`config.mk`:
```
export PLATFORM = sky130hd
export DESIGN_NAME = fp_mult_norm_round_flat
export DESIGN_NICKNAME = d
export VERILOG_FILES = /design/src/rtl/fp_mult_pkg.sv /design/src/rtl/fp_mult_norm_round_if.sv /design/src/rtl/fp_round_pack.sv /design/src/rtl/fp_mult_norm_round.sv /design/src/flat_wrapper.sv
export SDC_FILE = /design/constraint.sdc
export NUM_CORES = 1
export LEC_CHECK = 0
export ABC_CLOCK_PERIOD_IN_PS = 3000
export CAP_MARGIN = 20
export CELL_PAD_IN_SITES_DETAIL_PLACEMENT = 0
export CELL_PAD_IN_SITES_GLOBAL_PLACEMENT = 1
export CORE_MARGIN = 3
export CORE_UTILIZATION = 40
export DETAILED_ROUTE_END_ITERATION = 10
export GPL_TIMING_DRIVEN = 0
export PLACE_DENSITY = 0.84
export SLEW_MARGIN = 10
export SYNTH_ARGS = -nofsm -noshare
export SYNTH_HDL_FRONTEND = slang
export SYNTH_HIERARCHICAL = 1
export SYNTH_SLANG_ARGS = --single-unit
```
`constraint.sdc`:
```
create_clock -name clk -period 3 [get_ports clk]
set_clock_uncertainty 0.1 [all_clocks]
set_input_delay 0.6 -clock clk [delete_from_list [all_inputs] [get_ports clk]]
set_output_delay 0.6 -clock clk [all_outputs]
set_load 0.01 [all_outputs]
```
`src/rtl/fp_mult_pkg.sv`:
```
// Shared types and constants for the floating-point multiplier back end:
// FSM state encoding, IEEE single field widths and status flag bundle.
package fp_mult_pkg;

   typedef enum logic [2:0] {
      IDLE,
      NORM,
      DENORM,
      ROUND,
      DONE
   } state_t;

   localparam int BIAS        = 127;
   localparam int EXP_MAX     = 255;
   localparam int EXP_FIELD_W = 8;
   localparam int FRAC_W      = 23;

   localparam logic [31:0] QNAN = 32'h7FC0_0000;

   typedef struct packed {
      logic exception;
      logic overflow;
      logic underflow;
      logic inexact;
   } flags_t;

   function automatic logic [31:0] pack_inf(input logic sign);
      return {sign, {EXP_FIELD_W{1'b1}}, {FRAC_W{1'b0}}};
   endfunction

endpackage

```
`src/rtl/fp_mult_norm_round_if.sv`:
```
// Product-in / result-out handshake bundle between the mantissa-multiply
// stage, the normalize/round stage and the consumer of the packed result.
interface fp_mult_norm_round_if #(
   parameter int EXP_W  = 10,
   parameter int MANT_W = 48
);
   logic                    in_valid;
   logic                    in_ready;
   logic                    in_sign;
   logic signed [EXP_W-1:0] in_exp;
   logic [MANT_W-1:0]       in_mant;
   logic                    in_zero;
   logic                    in_inf;
   logic                    in_nan;

   logic                    out_valid;
   logic                    out_ready;
   logic [31:0]             result;
   logic                    exception;
   logic                    overflow;
   logic                    underflow;
   logic                    inexact;

   modport master (
      output in_valid, in_sign, in_exp, in_mant, in_zero, in_inf, in_nan,
      output out_ready,
      input  in_ready, out_valid, result, exception, overflow, underflow, inexact
   );

   modport slave (
      input  in_valid, in_sign, in_exp, in_mant, in_zero, in_inf, in_nan,
      input  out_ready,
      output in_ready, out_valid, result, exception, overflow, underflow, inexact
   );
endinterface

```
`src/rtl/fp_round_pack.sv`:
```
// Combinational round-to-nearest-even, carry renormalization, IEEE single
// packing and flag generation for an already normalized significand.
module fp_round_pack
   import fp_mult_pkg::*;
#(
   parameter int EXP_W  = 10,
   parameter int MANT_W = 48
) (
   input  logic                    sign,
   input  logic signed [EXP_W-1:0] exp,
   input  logic [MANT_W-2:0]       mant,
   input  logic                    sticky,
   output logic [31:0]             result,
   output flags_t                  flags
);

   localparam int HI  = MANT_W - 2;
   localparam int LSB = HI - FRAC_W;
   localparam int GRD = LSB - 1;
   localparam logic signed [EXP_W-1:0] EXP_OVF = EXP_W'(EXP_MAX);

   logic                    guard;
   logic                    st;
   logic                    round_up;
   logic [FRAC_W+1:0]       sig;
   logic signed [EXP_W-1:0] exp_r;
   logic [EXP_FIELD_W-1:0]  exp_field;

   always_comb begin
      result    = '0;
      flags     = '0;
      exp_field = '0;

      guard    = mant[GRD];
      st       = sticky | (|mant[GRD-1:0]);
      round_up = guard & (st | mant[LSB]);
      sig      = {1'b0, mant[HI:LSB]} + (FRAC_W+2)'(round_up);
      exp_r    = exp;

      // A carry out of the significand means it rounded up to 2.0.
      if (sig[FRAC_W+1]) begin
         sig   = sig >> 1;
         exp_r = exp + EXP_W'(1);
      end

      flags.inexact = guard | st;

      if (exp_r >= EXP_OVF) begin
         result         = pack_inf(sign);
         exp_field      = '1;
         flags.overflow = 1'b1;
         flags.inexact  = 1'b1;
      end else begin
         // Without the integer bit the value stays in the subnormal range.
         if (sig[FRAC_W]) begin
            exp_field = exp_r[EXP_FIELD_W-1:0];
         end
         result = {sign, exp_field, sig[FRAC_W-1:0]};
      end

      flags.underflow = (exp_field == '0) & flags.inexact;
   end

endmodule

```
`src/rtl/fp_mult_norm_round.sv`:
```
// Normalize/denormalize/round stage of the single-precision multiplier:
// one-bit-per-cycle shifter FSM feeding a combinational round-and-pack unit.
module fp_mult_norm_round
   import fp_mult_pkg::*;
#(
   parameter int EXP_W      = 10,
   parameter int MANT_W     = 48,
   parameter int MAX_DENORM = 26
) (
   input  logic              clk,
   input  logic              reset,
   fp_mult_norm_round_if.slave bus
);

   localparam int HI = MANT_W - 2;
   localparam logic signed [EXP_W-1:0] EXP_ONE = EXP_W'(1);
   localparam logic [4:0]              CNT_CAP = 5'(MAX_DENORM);

   state_t                  state_q, state_d;
   logic                    sign_q, sign_d;
   logic signed [EXP_W-1:0] exp_q, exp_d;
   logic [MANT_W-1:0]       mant_q, mant_d;
   logic                    sticky_q, sticky_d;
   logic [4:0]              cnt_q, cnt_d;
   logic [31:0]             result_q, result_d;
   flags_t                  flags_q, flags_d;

   logic [31:0]             rp_result;
   flags_t                  rp_flags;
   logic                    in_ready;
   logic                    out_valid;

   fp_round_pack #(
      .EXP_W  (EXP_W),
      .MANT_W (MANT_W)
   ) u_round_pack (
      .sign   (sign_q),
      .exp    (exp_q),
      .mant   (mant_q[MANT_W-2:0]),
      .sticky (sticky_q),
      .result (rp_result),
      .flags  (rp_flags)
   );

   // NOTE: sequential state is written with <= so every register samples
   // the pre-edge values and the update order inside the block is irrelevant.
   always_ff @(posedge clk) begin
      if (!reset) begin
         state_q <= IDLE;
      end else begin
         state_q <= state_d;
      end
   end

   always_ff @(posedge clk) begin
      if (!reset) begin
         sign_q   <= 1'b0;
         exp_q    <= '0;
         mant_q   <= '0;
         sticky_q <= 1'b0;
         cnt_q    <= '0;
         result_q <= '0;
         flags_q  <= '0;
      end else begin
         sign_q   <= sign_d;
         exp_q    <= exp_d;
         mant_q   <= mant_d;
         sticky_q <= sticky_d;
         cnt_q    <= cnt_d;
         result_q <= result_d;
         flags_q  <= flags_d;
      end
   end

   // NOTE: every signal driven here gets a default first, so no path through
   // the case statement can leave one unassigned and infer a latch.
   always_comb begin
      state_d   = state_q;
      sign_d    = sign_q;
      exp_d     = exp_q;
      mant_d    = mant_q;
      sticky_d  = sticky_q;
      cnt_d     = cnt_q;
      result_d  = result_q;
      flags_d   = flags_q;
      in_ready  = 1'b0;
      out_valid = 1'b0;

      case (state_q)
         IDLE: begin
            in_ready = 1'b1;
            if (bus.in_valid) begin
               sign_d   = bus.in_sign;
               exp_d    = bus.in_exp;
               mant_d   = bus.in_mant;
               sticky_d = 1'b0;
               cnt_d    = '0;
               result_d = '0;
               flags_d  = '0;
               if (bus.in_nan) begin
                  result_d          = QNAN;
                  flags_d.exception = 1'b1;
                  state_d           = DONE;
               end else if (bus.in_inf) begin
                  result_d          = pack_inf(bus.in_sign);
                  flags_d.exception = 1'b1;
                  state_d           = DONE;
               end else if (bus.in_zero || (bus.in_mant == '0)) begin
                  state_d = DONE;
               end else begin
                  state_d = NORM;
               end
            end
         end

         NORM: begin
            if (mant_q[HI+1]) begin
               mant_d   = mant_q >> 1;
               exp_d    = exp_q + EXP_ONE;
               sticky_d = sticky_q | mant_q[0];
            end else if (!mant_q[HI] && (exp_q > EXP_ONE)) begin
               mant_d = mant_q << 1;
               exp_d  = exp_q - EXP_ONE;
            end else if (exp_q < EXP_ONE) begin
               state_d = DENORM;
            end else begin
               state_d = ROUND;
            end
         end

         DENORM: begin
            if ((exp_q < EXP_ONE) && (cnt_q < CNT_CAP)) begin
               mant_d   = mant_q >> 1;
               exp_d    = exp_q + EXP_ONE;
               sticky_d = sticky_q | mant_q[0];
               cnt_d    = cnt_q + 5'd1;
            end else if (exp_q < EXP_ONE) begin
               // Too far below the subnormal range: everything becomes sticky.
               sticky_d = sticky_q | (|mant_q);
               mant_d   = '0;
               exp_d    = EXP_ONE;
               state_d  = ROUND;
            end else begin
               state_d = ROUND;
            end
         end

         ROUND: begin
            result_d = rp_result;
            flags_d  = rp_flags;
            state_d  = DONE;
         end

         DONE: begin
            out_valid = 1'b1;
            if (bus.out_ready) begin
               state_d = IDLE;
            end
         end

         default: state_d = IDLE;
      endcase
   end

   assign bus.in_ready  = in_ready;
   assign bus.out_valid = out_valid;
   assign bus.result    = result_q;
   assign bus.exception = flags_q.exception;
   assign bus.overflow  = flags_q.overflow;
   assign bus.underflow = flags_q.underflow;
   assign bus.inexact   = flags_q.inexact;

endmodule

```
`src/flat_wrapper.sv`:
```
// flat-port wrapper written by rule: the top's interface ports become plain ports
module fp_mult_norm_round_flat import fp_mult_pkg::*;
#(
   parameter int EXP_W      = 10,
   parameter int MANT_W     = 48,
   parameter int MAX_DENORM = 26
)
  (clk, reset, bus_in_valid, bus_in_sign, bus_in_exp, bus_in_mant, bus_in_zero, bus_in_inf, bus_in_nan, bus_out_ready, bus_in_ready, bus_out_valid, bus_result, bus_exception, bus_overflow, bus_underflow, bus_inexact);
  fp_mult_norm_round_if #(.EXP_W(EXP_W), .MANT_W(MANT_W)) bus_i ();
  input  logic clk;
  input  logic reset;
  input wire logic [$bits(bus_i.in_valid)-1:0] bus_in_valid;
  input wire logic [$bits(bus_i.in_sign)-1:0] bus_in_sign;
  input wire logic [$bits(bus_i.in_exp)-1:0] bus_in_exp;
  input wire logic [$bits(bus_i.in_mant)-1:0] bus_in_mant;
  input wire logic [$bits(bus_i.in_zero)-1:0] bus_in_zero;
  input wire logic [$bits(bus_i.in_inf)-1:0] bus_in_inf;
  input wire logic [$bits(bus_i.in_nan)-1:0] bus_in_nan;
  input wire logic [$bits(bus_i.out_ready)-1:0] bus_out_ready;
  output wire logic [$bits(bus_i.in_ready)-1:0] bus_in_ready;
  output wire logic [$bits(bus_i.out_valid)-1:0] bus_out_valid;
  output wire logic [$bits(bus_i.result)-1:0] bus_result;
  output wire logic [$bits(bus_i.exception)-1:0] bus_exception;
  output wire logic [$bits(bus_i.overflow)-1:0] bus_overflow;
  output wire logic [$bits(bus_i.underflow)-1:0] bus_underflow;
  output wire logic [$bits(bus_i.inexact)-1:0] bus_inexact;
  assign bus_i.in_valid = bus_in_valid;
  assign bus_i.in_sign = bus_in_sign;
  assign bus_i.in_exp = bus_in_exp;
  assign bus_i.in_mant = bus_in_mant;
  assign bus_i.in_zero = bus_in_zero;
  assign bus_i.in_inf = bus_in_inf;
  assign bus_i.in_nan = bus_in_nan;
  assign bus_i.out_ready = bus_out_ready;
  assign bus_in_ready = bus_i.in_ready;
  assign bus_out_valid = bus_i.out_valid;
  assign bus_result = bus_i.result;
  assign bus_exception = bus_i.exception;
  assign bus_overflow = bus_i.overflow;
  assign bus_underflow = bus_i.underflow;
  assign bus_inexact = bus_i.inexact;
  fp_mult_norm_round #(.EXP_W(EXP_W), .MANT_W(MANT_W), .MAX_DENORM(MAX_DENORM)) u_core (.clk(clk), .reset(reset), .bus(bus_i));
endmodule
```
==> results of run 1 <==
area by class of cell:
class                           count  share of cell area, %
Clock inverter                      6                  1.066
Timing Repair Buffer              119                  13.85
Tap cell                          211                  3.125
Clock buffer                       10                  2.710
Inverter                            5                 0.2221
Buffer                             72                  4.650
Sequential cell                   104                  24.83
Multi-Input combinational cell    642                  49.55
kinds of logic (layout without fill, tap and decap cells):
group	after synthesis	after routing	synth area share, %
buffers and inverters	78	212	6.089
AOI/OAI and AO/OA	284	284	29.98
muxes	2	2	0.3275
DFF	104	104	32.06
adders and majority gates	6	6	1.156
and+or+nand+nor	313	313	25.47
other	1	1	0.05775
xor gates and xnor gates	36	36	4.856
worst max path at each step:
stage / to / slack, ns
4_1_cts: u_core/bus.underflow$_SDFFE_PN0P_ / 0.01
6_report: u_core/bus.result[24]$_SDFFE_PN0P_ / 0.06
5_1_grt: u_core/bus.result[17]$_SDFFE_PN0P_ / -0.03
3_3_place_gp: u_core/bus.result[22]$_SDFFE_PN0P_ / -0.28
3_5_place_dp: u_core/bus.result[22]$_SDFFE_PN0P_ / -0.28
2_1_floorplan: u_core/bus.result[22]$_SDFFE_PN0P_ / 0.26
tightest hold or removal path, delay by kind of cell (launching register included):
family | cells | cell delay (ns)
and+or+nand+nor | 1 | 0.04
AOI/OAI and AO/OA | 1 | 0.06
DFF | 1 | 0.31
where the power goes:
| group | leakage, nW | switching [mW] | internal, mW |
|---|---|---|---|
| Combinational | 1.96 | 0.871 | 0.721 |
| Sequential | 0.858 | 0.372 | 1.59 |
| Clock | 0.153 | 0.573 | 0.738 |
| Total | 2.97 | 1.82 | 3.05 |
synth_stat cells (7+ instances only):
master    instances
nand2_1          89
clkbuf_1         32
nand2b_1          8
a222oi_1         52
and2_1            7
nand3_1          55
nor3b_1           8
xnor2_1          21
nor2_1           37
nand4_1          12
o22ai_1          12
nor4_1           34
a21oi_1          66
buf_6             7
xor2_1           15
buf_2            25
nor3_1           21
a21boi_0         40
o21ai_0          64
dfxtp_1         104
registers in the layout (all words and copies together), names as in the netlist:
name and count:
u_core/bus.result 32, u_core/sign_q 1, u_core/sticky_q 1, u_core/bus.inexact 1, u_core/state_q 3, u_core/cnt_q 5, u_core/mant_q 48, u_core/bus.underflow 1
u_core/exp_q 10, u_core/bus.overflow 1, u_core/bus.exception 1
per-layer routing:
metal	GRT usage (%)	up-vias	wire, um
li1	-	3414	-
met3	4.494	30	1626
met5	0	-	0
met4	7.657	0	391
met1	34.62	3337	10290
met2	37.36	299	9937
stage by stage:
stage	worst slack, ns	std cells
floorplan	0.2602	824
global placement	-0.2755	1137
detailed placement	-0.2836	1137
CTS	0.01432	1155
global route	-0.03342	1169
finish	0.05974	1169
repair_timing:
action	CTS	global route
hold buffers	0	0
pin swaps	3	9
setup endpoints to repair	34	86
resized for setup	8	57
cloned	0	1
buffers inserted	2	14
==> impl_metrics.ini, run 1 <==
[global_route]
gr-total-overflow = 0
grt_pass1_vias = 6614
grt_pass1_wl_um = 35470
antenna_found_initial = 0
track_usage_pct = 24.33
grt_max_degree = 18

[final_layout]
nNetsFinal = 1025
final_common_cell = clkdlybuf4s50_1
seqCellArea_sq_um = 2098
multiInputGateArea_sq_um = 4187
final_util_pct = 54.37
drive_gt1_share_pct = 12.73
final_cell_mix = 102 x clkdlybuf4s50_1, 95 x dfxtp_1, 88 x nand2_1
fillCellCount = 1564
area_growth_pct = 30.12
diodes = 0
stdcell_area_sq_um = 8449

[hold_path]
hp-class = reg2reg
hold_depth = 2
hold_end = u_core/sign_q$_SDFFE_PN0P_
hp-start = u_core/sign_q$_SDFFE_PN0P_

[route]
avgRoutedWirePerCell_um = 19.03
drc = 1
first_pass_iters = 11
dr.first_iter.drc_count = 814
wirelength_um = 22240
ant_nets = 0
vias_per_cell = 6.056
vias = 7080

[critical_path]
startpoint_type = flop
cp_slowest_cell = or4_4
cpPeakStageDelay_ns = 0.60
cp_data_arrival_time_ns = 3.08
path_depth = 12
crit_chain = and2_4, ha_4, nand3_4, or4_4, nor2_4, nand2_2, o311ai_4, nand3_4, buf_6, a221o_1, nand2_1, a21boi_1
end_kind = flop
worstRegToRegCells = 12
critical-path-top-delay-family = simple AND/OR/NAND/NOR gates
r2r_slack_ns = 0.06
cp_max_fo = 7
path_buf_inv = 1
cp.required_ns = 3.14
crit_top_cell = nand3_4
crit_type = reg2reg
worstReg2RegEnd = u_core/bus.result[24]$_SDFFE_PN0P_
r2r_start = u_core/mant_q[23]$_SDFFE_PN0P_
crit_path_start = u_core/mant_q[23]$_SDFFE_PN0P_

[yosys]
synth_edf_count = 0
synth_area_sq_um = 6494
syn_avg_cell_area_sq_um = 7.881
synth_top_area_share_pct = 32.06
synth_nets = 896
ys.flop_type = dfxtp_1
syn_inst = 824
ys_warn_count = 6
synthArstFlopShare_pct = 0
synth_area_leaders = dfxtp_1 32%, a222oi_1 8.0%, nand2_1 5.1%
ys_ff_latch = 104
synth_sequential_area_ratio_pct = 32.06
synth_top_area_cell = dfxtp_1
synth_cell_types = 71

[sta]
tns_ns = 0
period_share_pct = 98.01
drv_slew = 0
fmax_ghz = 0.3401
setup-violations-final = 0
finalHoldViolations = 0
holdWs_ns = 0.3645
worst_slew_pin_slew_ns = 0.7546
rsz0062_at_grt = true
maxSlewHeadroom_pct = 49.51
post-route-min-period_ns = 2.940

[cts]
clock_latency_ns = 0.36
cts_tree = built
cts.reportedPaths.clkPinSlew_ns = 0.08
htree_num_levels = 3
clock-root-buffer = clkbuf_16
cts_buffers = 9
cts.sinks = 104
clockBufferDepth = 2

[die]
start_util_pct = 41.79
num_rows = 45
die_area_sq_um = 17800
die_w_um = 133.4
coreArea_sq_um = 15540
ioPinCount = 104
die_height_um = 133.4

[place]
routabilityCongestion = 0.9305
port_buffers = 102
dpl_cell_area_sq_um = 7779
hpwl_um = 16320

[power_and_ir_drop]
finalPower_mw = 4.863
p_leak_nw = 2.975
ir_worst_vdd_mv = 0.3007
cellPowerDensity_nw_per_um2 = 575.5

[status]
violations = DRC
outcome = finished, violations left

[job]
cap_violations = 0
Power figures use the tool's default switching activity.
==> run 2, diff against run 1 <==
SYNTH_HIERARCHICAL = not set   (was 1)
==> impl_metrics.ini, run 2 <==
[yosys]
synthArstFlopShare_pct = 0
syn_inst = 740
ys_ff_latch = 104
ys_warn_count = 0
synth_sequential_area_ratio_pct = 34.33
ys.flop_type = dfxtp_1
synthTopCellsByCount = 117 x nand2_1, 104 x dfxtp_1, 60 x clkbuf_1
synth.most_common_cell = nand2_1
synth_edf_count = 0
synth_area_sq_um = 6065
synth_area_leaders = dfxtp_1 34%, o211a_1 7.9%, a222oi_1 7.8%
synth_cell_types = 62
synth_top_area_cell = dfxtp_1
syn_avg_cell_area_sq_um = 8.195
synth_nets = 811
synth_top_area_share_pct = 34.33

[die]
num_rows = 44
die_area_sq_um = 16670
start_util_pct = 41.26
die_w_um = 129.1
ioPinCount = 104
die_height_um = 129.1
coreArea_sq_um = 14700

[place]
routabilityCongestion = 0.9507
dpl_cell_area_sq_um = 7316
dp_slack_ns = -0.9842
port_buffers = 102
dp.cells = 1026
hpwl_um = 16330

[route]
first_pass_iters = 7
drc = 0
wirelength_um = 21940
vias_per_cell = 6.321
avgRoutedWirePerCell_um = 20.93
ant_nets = 0
dr.first_iter.drc_count = 860
vias = 6624

[cts]
cts_tree = built
clock-root-buffer = clkbuf_16
cts.reportedPaths.clkPinSlew_ns = 0.07
cts.sinks = 104
clockBufferDepth = 2
clock_latency_ns = 0.36
htree_num_levels = 3
hold_buffers = 0
cts_buffers = 9

[power_and_ir_drop]
power_frac_comb_pct = 33.4
pwr-share-clk_pct = 28.3
power_frac_seq_pct = 38.3
p_leak_nw = 3.214
cellPowerDensity_nw_per_um2 = 575.6
swShare_pct = 35.61
internal-power_mw = 2.926
p_switching_mw = 1.618
ir_worst_vdd_mv = 0.3047
finalPower_mw = 4.545

[critical_path]
cp_slowest_cell = or4_4
cp_data_arrival_time_ns = 3.09
crit_chain = clkbuf_4, nand4_1, or4_4, or4_4, nand4_1, o211ai_4, and3_4, buf_6, a22o_1
cpPeakStageDelay_ns = 0.63
crit_type = reg2reg
cp_max_fo = 10
end_kind = flop
path_buf_inv = 2
critical-path-top-delay-family = simple AND/OR/NAND/NOR gates
startpoint_type = flop
cp.required_ns = 3.14

[global_route]
track_usage_pct = 25.69
antenna_found_initial = 1
grt_pass1_vias = 6236
grt_pass1_wl_um = 33600
grt_max_degree = 17
gr-total-overflow = 0

[sta]
worst_slew_pin_slew_ns = 0.9587
maxSlewHeadroom_pct = 35.41
period_share_pct = 98.34
fin_ws_ns = 0.04995
drv_slew = 0
rsz0062_at_grt = true
holdWs_ns = 0.3491
post-route-min-period_ns = 2.950
fmax_ghz = 0.3390
setup-violations-final = 0
finalHoldViolations = 0
tns_ns = 0

[final_layout]
drive_gt1_share_pct = 10.42
final_cell_mix = 117 x nand2_1, 102 x clkdlybuf4s50_1, 98 x dfxtp_1
final_common_cell = nand2_1
stdcell_area_sq_um = 7895
final_util_pct = 53.71
final_cells = 1048
area_growth_pct = 30.18
nNetsFinal = 930
regMostFlops = u_core.mant_q
largest_reg_flops = 48
diodes = 0

[status]
outcome = finished, final reports clean

[hold_path]
hp-class = reg2reg

[job]
cap_violations = 0
-- run 2: repair_timing --
item                       CTS  global route
buffers inserted             4             9
pin swaps                    2             8
resized for setup           40            24
setup endpoints to repair   94            87
-- run 2: cell type report --
class                      instances  area, sq um
inverter                           7        26.28
sequential                       104         2095
multi-input combinational        549         3735
clock buffer                      11        232.7
fill                            1372         6804
timing repair buffer             115         1131
clock inverter                     5        81.33
buffer                            73        364.1
tap                              184        230.2
-- run 2: final timing paths --
check	end	slack, ns	cells past startpoint	startpoint
setup / recovery	u_core.bus.result[0]$_SDFFE_PN0P_	0.05	9	u_core.mant_q[27]$_SDFFE_PN0P_
hold / removal	u_core.bus.result[11]$_SDFFE_PN0P_	0.35	2	u_core.bus.result[11]$_SDFFE_PN0P_
hold reg to reg	u_core.bus.result[11]$_SDFFE_PN0P_	0.35	2	u_core.bus.result[11]$_SDFFE_PN0P_
setup reg to reg	u_core.bus.result[0]$_SDFFE_PN0P_	0.05	9	u_core.mant_q[27]$_SDFFE_PN0P_
-- run 2: power by group through the flow --
stage	combinational [mW]	clock [mW]	sequential (mW)
after floorplan	0.944	0	1.69
after global placement	1.39	0	1.72
after detailed placement	1.41	0	1.73
after CTS	1.46	1.30	1.71
after global routing	1.63	1.36	1.76
final	1.52	1.29	1.74
-- run 2: worst register-to-register path: stages, from the launching register on --
cell and delay [ns]:
dfxtp_1 0.31, clkbuf_4 0.21, nand4_1 0.19, or4_4 0.63
or4_4 0.54, nand4_1 0.14, o211ai_4 0.16, and3_4 0.25
buf_6 0.14, a22o_1 0.18
-- run 2: kinds of logic (layout without fill, tap and decap cells) --
logic type / count (synthesis) / in the layout / synth area share (%)
AOI/OAI and AO/OA: 219 / 219 / 29.59
xor gates and xnor gates: 34 / 34 / 4.910
adders and majority gates: 5 / 5 / 1.032
buffers and inverters: 87 / 211 / 6.045
DFF: 104 / 104 / 34.33
muxes: 4 / 4 / 0.6808
and+or+nand+nor: 287 / 287 / 23.42
-- run 2: metal layers --
metal | routed length (um) | track usage, % | part of all wire [%]
met1 | 9500 | 35.30 | 43
met2 | 9847 | 39.54 | 45
met3 | 1917 | 5.853 | 8.7
met4 | 657 | 9.389 | 3.0
met5 | 13 | 0 | 0.059
